**src/rtl/switch_send_queue_if.sv**
```systemverilog
// switch_send_queue bus: core enqueue side, switch send side, status.
// The slave modport is the queue; master is the core/switch environment.
interface switch_send_queue_if #(
    parameter int SWITCH_WIDTH     = 16,
    parameter int SWITCH_CORE_SIZE = 8,
    parameter int DEPTH            = 4
);
    localparam int AW = $clog2(SWITCH_CORE_SIZE);
    localparam int CW = $clog2(DEPTH) + 1;

    logic                         enq_valid;
    logic [AW-1:0]                enq_core_idx;
    logic [SWITCH_WIDTH-1:0][31:0] enq_data;
    logic                         enq_ready;

    logic                         switch_send_ready;
    logic [AW-1:0]                switch_send_core_idx;
    logic [SWITCH_WIDTH-1:0][31:0] switch_send_data;
    logic                         switch_send_ok;

    logic [CW-1:0]                count;
    logic                         idle;
    logic                         stall;

    modport slave (
        input  enq_valid, enq_core_idx, enq_data, switch_send_ok,
        output enq_ready, switch_send_ready, switch_send_core_idx,
        output switch_send_data, count, idle, stall
    );

    modport master (
        output enq_valid, enq_core_idx, enq_data, switch_send_ok,
        input  enq_ready, switch_send_ready, switch_send_core_idx,
        input  switch_send_data, count, idle, stall
    );
endinterface

```
**src/rtl/switch_send_queue.sv**
```systemverilog
// Per-core outbound FIFO of destination-tagged vectors toward one
// Switch send port, with occupancy, idle and sticky stall reporting.
module switch_send_queue #(
    parameter int SWITCH_WIDTH     = 16,
    parameter int SWITCH_CORE_SIZE = 8,
    parameter int DEPTH            = 4,
    parameter int STALL_LIMIT      = 1024
) (
    input logic clock,
    input logic reset,
    switch_send_queue_if.slave bus
);
    localparam int AW = $clog2(SWITCH_CORE_SIZE);
    localparam int PW = $clog2(DEPTH);
    localparam int CW = PW + 1;
    localparam int SW = $clog2(STALL_LIMIT + 1);

    typedef struct packed {
        logic [AW-1:0]                 idx;
        logic [SWITCH_WIDTH-1:0][31:0] data;
    } entry_t;

    entry_t        mem [DEPTH];
    logic [PW-1:0] wr_ptr;
    logic [PW-1:0] rd_ptr;
    logic [CW-1:0] count_q;
    logic [SW-1:0] wait_q;
    logic [SW-1:0] wait_d;
    logic          stall_q;
    logic          not_full;
    logic          not_empty;
    logic          push;
    logic          pop;

    assign not_full  = count_q < CW'(DEPTH);
    assign not_empty = count_q != '0;

    // Full refuses a push even when the same edge pops.
    assign push = bus.enq_valid && not_full;
    assign pop  = bus.switch_send_ok && not_empty;

    always_comb begin
        wait_d = wait_q;
        if (pop || !not_empty) begin
            wait_d = '0;
        end else if (wait_q != SW'(STALL_LIMIT)) begin
            wait_d = wait_q + SW'(1);
        end
    end

    always_ff @(posedge clock) begin
        if (reset && push) begin
            mem[wr_ptr] <= '{idx: bus.enq_core_idx, data: bus.enq_data};
        end
    end

    always_ff @(posedge clock) begin
        if (!reset) begin
            wr_ptr  <= '0;
            rd_ptr  <= '0;
            count_q <= '0;
            wait_q  <= '0;
            stall_q <= 1'b0;
        end else begin
            if (push) begin
                wr_ptr <= wr_ptr + PW'(1);
            end
            if (pop) begin
                rd_ptr <= rd_ptr + PW'(1);
            end
            unique case ({push, pop})
                2'b10:   count_q <= count_q + CW'(1);
                2'b01:   count_q <= count_q - CW'(1);
                default: count_q <= count_q;
            endcase
            wait_q  <= wait_d;
            stall_q <= stall_q | (wait_d == SW'(STALL_LIMIT));
        end
    end

    assign bus.enq_ready            = not_full;
    assign bus.switch_send_ready    = not_empty;
    assign bus.switch_send_core_idx = mem[rd_ptr].idx;
    assign bus.switch_send_data     = mem[rd_ptr].data;
    assign bus.count                = count_q;
    assign bus.idle                 = !not_empty;
    assign bus.stall                = stall_q;
endmodule
```
**src/flat_wrapper.sv**
```systemverilog
// flat-port wrapper written by rule: the top's interface ports become plain ports
module switch_send_queue_flat 
#(
    parameter int SWITCH_WIDTH     = 16,
    parameter int SWITCH_CORE_SIZE = 8,
    parameter int DEPTH            = 4,
    parameter int STALL_LIMIT      = 1024
)
  (clock, reset, bus_enq_valid, bus_enq_core_idx, bus_enq_data, bus_switch_send_ok, bus_enq_ready, bus_switch_send_ready, bus_switch_send_core_idx, bus_switch_send_data, bus_count, bus_idle, bus_stall);
  switch_send_queue_if #(.SWITCH_WIDTH(SWITCH_WIDTH), .SWITCH_CORE_SIZE(SWITCH_CORE_SIZE), .DEPTH(DEPTH)) bus_i ();
  input logic clock;
  input logic reset;
  input wire logic [$bits(bus_i.enq_valid)-1:0] bus_enq_valid;
  input wire logic [$bits(bus_i.enq_core_idx)-1:0] bus_enq_core_idx;
  input wire logic [$bits(bus_i.enq_data)-1:0] bus_enq_data;
  input wire logic [$bits(bus_i.switch_send_ok)-1:0] bus_switch_send_ok;
  output wire logic [$bits(bus_i.enq_ready)-1:0] bus_enq_ready;
  output wire logic [$bits(bus_i.switch_send_ready)-1:0] bus_switch_send_ready;
  output wire logic [$bits(bus_i.switch_send_core_idx)-1:0] bus_switch_send_core_idx;
  output wire logic [$bits(bus_i.switch_send_data)-1:0] bus_switch_send_data;
  output wire logic [$bits(bus_i.count)-1:0] bus_count;
  output wire logic [$bits(bus_i.idle)-1:0] bus_idle;
  output wire logic [$bits(bus_i.stall)-1:0] bus_stall;
  assign bus_i.enq_valid = bus_enq_valid;
  assign bus_i.enq_core_idx = bus_enq_core_idx;
  assign bus_i.enq_data = bus_enq_data;
  assign bus_i.switch_send_ok = bus_switch_send_ok;
  assign bus_enq_ready = bus_i.enq_ready;
  assign bus_switch_send_ready = bus_i.switch_send_ready;
  assign bus_switch_send_core_idx = bus_i.switch_send_core_idx;
  assign bus_switch_send_data = bus_i.switch_send_data;
  assign bus_count = bus_i.count;
  assign bus_idle = bus_i.idle;
  assign bus_stall = bus_i.stall;
  switch_send_queue #(.SWITCH_WIDTH(SWITCH_WIDTH), .SWITCH_CORE_SIZE(SWITCH_CORE_SIZE), .DEPTH(DEPTH), .STALL_LIMIT(STALL_LIMIT)) u_core (.clock(clock), .reset(reset), .bus(bus_i));
endmodule
```
**config.mk**
```make
export PLATFORM = sky130hd
export DESIGN_NAME = switch_send_queue_flat
export DESIGN_NICKNAME = d
export VERILOG_FILES = /design/src/rtl/switch_send_queue_if.sv /design/src/rtl/switch_send_queue.sv /design/src/flat_wrapper.sv
export SDC_FILE = /design/constraint.sdc
export NUM_CORES = 1
export LEC_CHECK = 0
export CAP_MARGIN = 5
export CORE_MARGIN = 10
export CORE_UTILIZATION = 25
export DETAILED_ROUTE_END_ITERATION = 8
export PLACE_DENSITY_LB_ADDON = 0.12
export REMOVE_ABC_BUFFERS = 1
export SLEW_MARGIN = 20
export SYNTH_ARGS = -nofsm -noshare
export SYNTH_HDL_FRONTEND = slang
export SYNTH_SLANG_ARGS = --single-unit
```
**constraint.sdc**
```tcl
create_clock -name clock -period 32.4 [get_ports clock]
set_clock_uncertainty 0.05 [all_clocks]
set_input_delay 6.48 -clock clock [delete_from_list [all_inputs] [get_ports clock]]
set_output_delay 6.48 -clock clock [all_outputs]
set_load 0.02 [all_outputs]
```
== Yosys cells after proc, flatten, opt, wreduce, memory -nomap -nowiden ==
Memory sizes are Yosys's and may differ from the RTL's. A register that Yosys moved wholly into a read port is not among the register bits.
Cells that the tools add are included.

* Reductions and logical operators: 7
* Eq/ne operators: 4
* Add/subtract/negate cells: 5
* Bitwise logic cells: 1
* Muxes and demuxes: 7
* Magnitude comparators: 1

{| class="wikitable"
|+ Operators with widths
! kind !! count
|-
| $mux W11 || 2
|-
| $add A11 B1 Y11 const B || 1
|-
| $eq A11 B11 Y1 const B || 1
|-
| $ne A11 B11 Y1 const B || 1
|-
| $pmux W3 S2 || 1
|-
| $add A2 B1 Y2 const B || 2
|-
| $mux W2 || 2
|-
| $add A3 B1 Y3 const B || 1
|-
| $logic_and A1 B1 Y1 || 3
|-
| $lt A3 B3 Y1 const B || 1
|-
| $reduce_bool A3 Y1 || 1
|-
| $sub A3 B1 Y3 const B || 1
|-
| $eq A2 B1 Y1 const B || 1
|-
| $eq A2 B2 Y1 const B || 1
|-
| $mux W1 || 2
|-
| $reduce_bool A2 Y1 || 1
|-
| $logic_not A1 Y1 || 1
|-
| $logic_or A1 B1 Y1 || 1
|-
| $or A1 B1 Y1 || 1
|}

* Register bits after elaboration: 19
* Bits in writable memories: 2060
* Memories: 1
* Output and inout port bits: 522
* Input port bits: 519

{| class="wikitable"
|+ Memory list
! name !! depth !! bits a word !! read ports !! clocked after Yosys merged registers in !! wr ports !! line !! RTL
|-
| u_core.mem || 4 || 515 || 1 || 1 || 1 || switch_send_queue.sv:23 || <nowiki>entry_t mem [DEPTH];</nowiki>
|}

== Depth between registers and ports, before layout ==
* Depth after elaboration: 6
* Gate-level depth with buffers: 9

== Worst setup path before layout ==
No wires, ideal clock.

* Kind: input to register
* Start point: input bus_enq_valid
* End point: memory u_core.mem[1][0] in the netlist's numbering, enable pin
* Stages on the path: 3
* Path buffers: 1
* Required time: 31400 ps
* Arrival time: 18564 ps
* Setup slack: 12836 ps
* Cells stage by stage: nor2b_1 > clkbuf_1 > and3_1

* Cells in the longest elaborated chain, start to end: 4

{| class="wikitable"
|+ Ends and longest elaborated chain
! item !! line !! RTL
|-
| start, declared || flat_wrapper.sv:13 || <nowiki>input wire logic [$bits(bus_i.enq_valid)-1:0] bus_enq_valid;</nowiki>
|-
| $logic_and A1 B1 Y1 || switch_send_queue.sv:39 || <nowiki>assign push = bus.enq_valid && not_full;</nowiki>
|-
| $logic_and A1 B1 Y1 || switch_send_queue.sv:52 || <nowiki>if (reset && push) begin</nowiki>
|-
| $mux W1 || switch_send_queue.sv:52 ||
|-
| $mux W1 (not written as such) || switch_send_queue.sv:53 || <nowiki>mem[wr_ptr] <= '{idx: bus.enq_core_idx, data: bus.enq_data};</nowiki>
|-
| end, declared || switch_send_queue.sv:23 ||
|}

No other way between the ends.

==> results.yml <==
run_status:
  status: "complete, no violations"
global_route:
  met2_usage_pct: 20.3
  gr-total-overflow: 0
  grt_pass1_wl_um: 306000
  antenna_found_initial: 119
  grt_util_met1_pct: 16.2
  grt_pass1_vias: 37400
  busiest_layer: "met2"
  grt_usage_pct: 13.1
  grt_max_degree: 128
  grt_util_met3_pct: 6.48
synth:
  synth_top_family_by_area: "multiplexers"
  yosysMostFrequentCell: "edfxtp_1"
  synth-seq-cells: 2081
  avgSynthCellArea_um2: 26.7
  synth.distinct_cells: 38
  synthTopCellsByArea: "edfxtp_1 (82%), mux4_2 (15%), dfxtp_1 (0.56%)"
  async_flop_share_pct: 0
  synth.cell_area_um2: 75200
  synth_xor_area_share_pct: 0.175
  synth_mux_area_share_pct: 15.5
  synth_top_cell_by_area: "edfxtp_1"
  synth_cells: 2818
  synth_warnings: 0
  netlist_top_cells_count: "edfxtp_1 (2,060), mux4_2 (515), buf_2 (62), buf_4 (28)"
  synth_top_area_share_pct: 82.3
  ys_seq_area_share_pct: 82.8
  synthAdderAreaFrac_pct: 0.143
  synth_edf_count: 2060
  yosys.area_share.simple_pct: 0.414
  synth_compound_area_share_pct: 0.0998
  ys.flop_type: "edfxtp_1"
clock_tree:
  cts_max_level: 4
  insertion_delay_ns: 0.88
  cts_resized: 0
  cts_buffers: 238
  path_clk_slew_ns: 0.06
  cts_sinks: 2081
  cts_tree: "done"
  cts_setup_buffers: 0
  cts_root_buf: "clkbuf_16"
  clk_path_buf_depth: 4
  ctsHoldBuffers: 0
placement:
  gp_congestion: 0.712
  hpwl_um: 139000
  io_buffers: 1040
  placedCellCount: 7747
setup_path:
  crit_slowest_cell: "dfxtp_4"
  max_stage_delay_ns: 0.89
  path_cells: "buf_4 > buf_4 > buf_4 > mux4_2 > clkdlybuf4s50_1"
  cp_num_cells: 5
  cp_max_fo: 51
  required_ns: 25.87
  worstSetupEndpointType: "primary output"
  crit_type: "flop to primary output"
  cp_common_cell: "buf_4"
  path_delay_family: "buffers and inverters"
  reg2reg_depth: 6
  cp.arrival_ns: 5.44
  critPathLaunchType: "flop"
  cp.buffers_inverters: 4
power:
  p_sw_share_pct: 28.7
  vdd_ir_drop_max_mv: 0.0558
  power.density_nw_per_um2: 80.8
  p_int_uw: 5660
  p_switching_uw: 2280
  seq_power_share_pct: 40.2
  combPwrFrac_pct: 26.3
  power.share.clock_pct: 33.6
  leakagePower_uw: 0.0299
route:
  vias: 34900
  ant_nets: 0
  via_per_inst: 4.25
  wirelength_um: 220000
  wl_per_cell_um: 26.8
  drtPass1Iterations: 7
  drt_iter0_markers: 2390
  drc_errors: 0
sta:
  max_freq_mhz: 83.6
  max_slew.worst_pin.slew_ns: 1.17
  setup_viol: 0
  fin_crit_ns: 11.97
  hold_viol_final: 0
  rsz0062_at_grt: "false"
  tns_ns: 0
  finalMaxSlewViolations: 0
  max_slew_margin_pct: 21.8
  finalCritPeriodShare_pct: 36.9
floorplan:
  io_pins: 1041
  core_um2: 300000
  num_rows: 201
  die_h_um: 568
  dieArea_um2: 323000
  die_w_um: 568
  start_util_pct: 25.1
run:
  drv_cap: 0
finish:
  drive_above_1_share_pct: 21.7
  nets: 4557
  stdcell_count: 8202
  area_delta_synth_final_pct: 30.7
hold_path:
  holdPathStages: 2
  hp-class: "flop to flop"
## through the flow
| step | power, uW | instance area [um^2] | worst slack (ns) | hold slack, ns | utilization (%) |
|---|---|---|---|---|---|
| after detailed placement | 5400 | 90500 | 20.58 | 0.432 | 30.2 |
| after CTS | 8130 | 98200 | 20.13 | 0.474 | 32.8 |
| after global routing | 8300 | 98200 | 20.02 | 0.504 | 32.8 |
| after floorplan | 4880 | 74600 | 3.40 | 0.447 | - |
| after global placement | 5410 | 90500 | 20.66 | 0.424 | 30.2 |
| final | 7940 | 98300 | 20.43 | 0.461 | 32.8 |
## state kept, by name, summed over array words and instances (netlist names), named ones only
signal and cells:
u_core.bus.count 3, u_core.wr_ptr 2, u_core.bus.stall 1, u_core.wait_q 11, u_core.rd_ptr 2, u_core.mem 2060
## cells in the final DEF, fill, tap and decap left out, types with 3 or more instances in the layout
cell type / n
a21oi_1: 3
and2_1: 4
and3_4: 4
buf_12: 12
buf_4: 37
bufinv_16: 26
clkbuf_1: 41
clkbuf_16: 242
clkdlybuf4s50_1: 1040
clkinv_1: 50
clkinv_2: 51
clkinv_4: 4
clkinvlp_4: 10
dfxtp_1: 19
diode_2: 21
edfxtp_1: 2060
ha_1: 7
inv_1: 14
inv_16: 4
mux4_2: 515
nand2_1: 4
nand3_1: 4
nand4_1: 3
nor2_1: 16
nor2b_1: 5
o21ai_0: 4
xnor2_1: 11
xor2_1: 4
## worst min-delay path, stage by stage (launching register included)
cell	delay (ns)
dfxtp_1	0.34
nand2_1	0.07
o31ai_1	0.07
## path summary, 6_finish.rpt
| path | endpoint | from | slack (ns) |
|---|---|---|---|
| hold reg to reg | u_core.bus.stall$_SDFF_PN0_ | u_core.bus.stall$_SDFF_PN0_ | 0.46 |
| setup / recovery | bus_switch_send_data[321] | flop | 20.43 |
| hold / removal | u_core.bus.stall$_SDFF_PN0_ | u_core.bus.stall$_SDFF_PN0_ | 0.46 |
| setup reg to reg | u_core.mem[0][472]$_DFFE_PP_ | u_core.bus.count[2]$_SDFFE_PN0P_ | 27.51 |
## cells by family (layout without fill, tap and decap cells)
family                   Yosys count  count (layout)
AO/OA/AOI/OAI                     12              12
buffers and inverters            131            1536
AND/OR/NAND/NOR                   54              54
XOR/XNOR                          15              15
other                              0              21
flip-flops                      2081            2081
adder cells (fa/ha/maj)            8               8
multiplexers                     517             517
## layout make-up
class,instances,area [um^2]
Tap cell,3958,4950
Clock buffer,283,6210
Clock inverter,150,1510
Antenna cell,21,52.6
Fill cell,28400,202000
Sequential cell,2081,62300
Timing Repair Buffer,1089,10900
Inverter,14,52.6
Multi-Input combinational cell,606,12300
## power groups by stage
| stage | Sequential (uW) | Clock, uW | Combinational (uW) |
|---|---|---|---|
| 2_1_floorplan | 3480 | 0 | 1400 |
| 3_3_place_gp | 3250 | 0 | 2160 |
| 3_5_place_dp | 3250 | 0 | 2150 |
| 4_1_cts | 3190 | 2770 | 2160 |
| 5_1_grt | 3200 | 2880 | 2220 |
| 6_report | 3190 | 2660 | 2090 |
## metal layers
metal  share of wire (%)  wire length, um
met1                  40            88700
met2                  46           100000
met3                  11            23600
met5                0.34              753
met4                 2.8             6110
(Power assumes the default switching activity.)
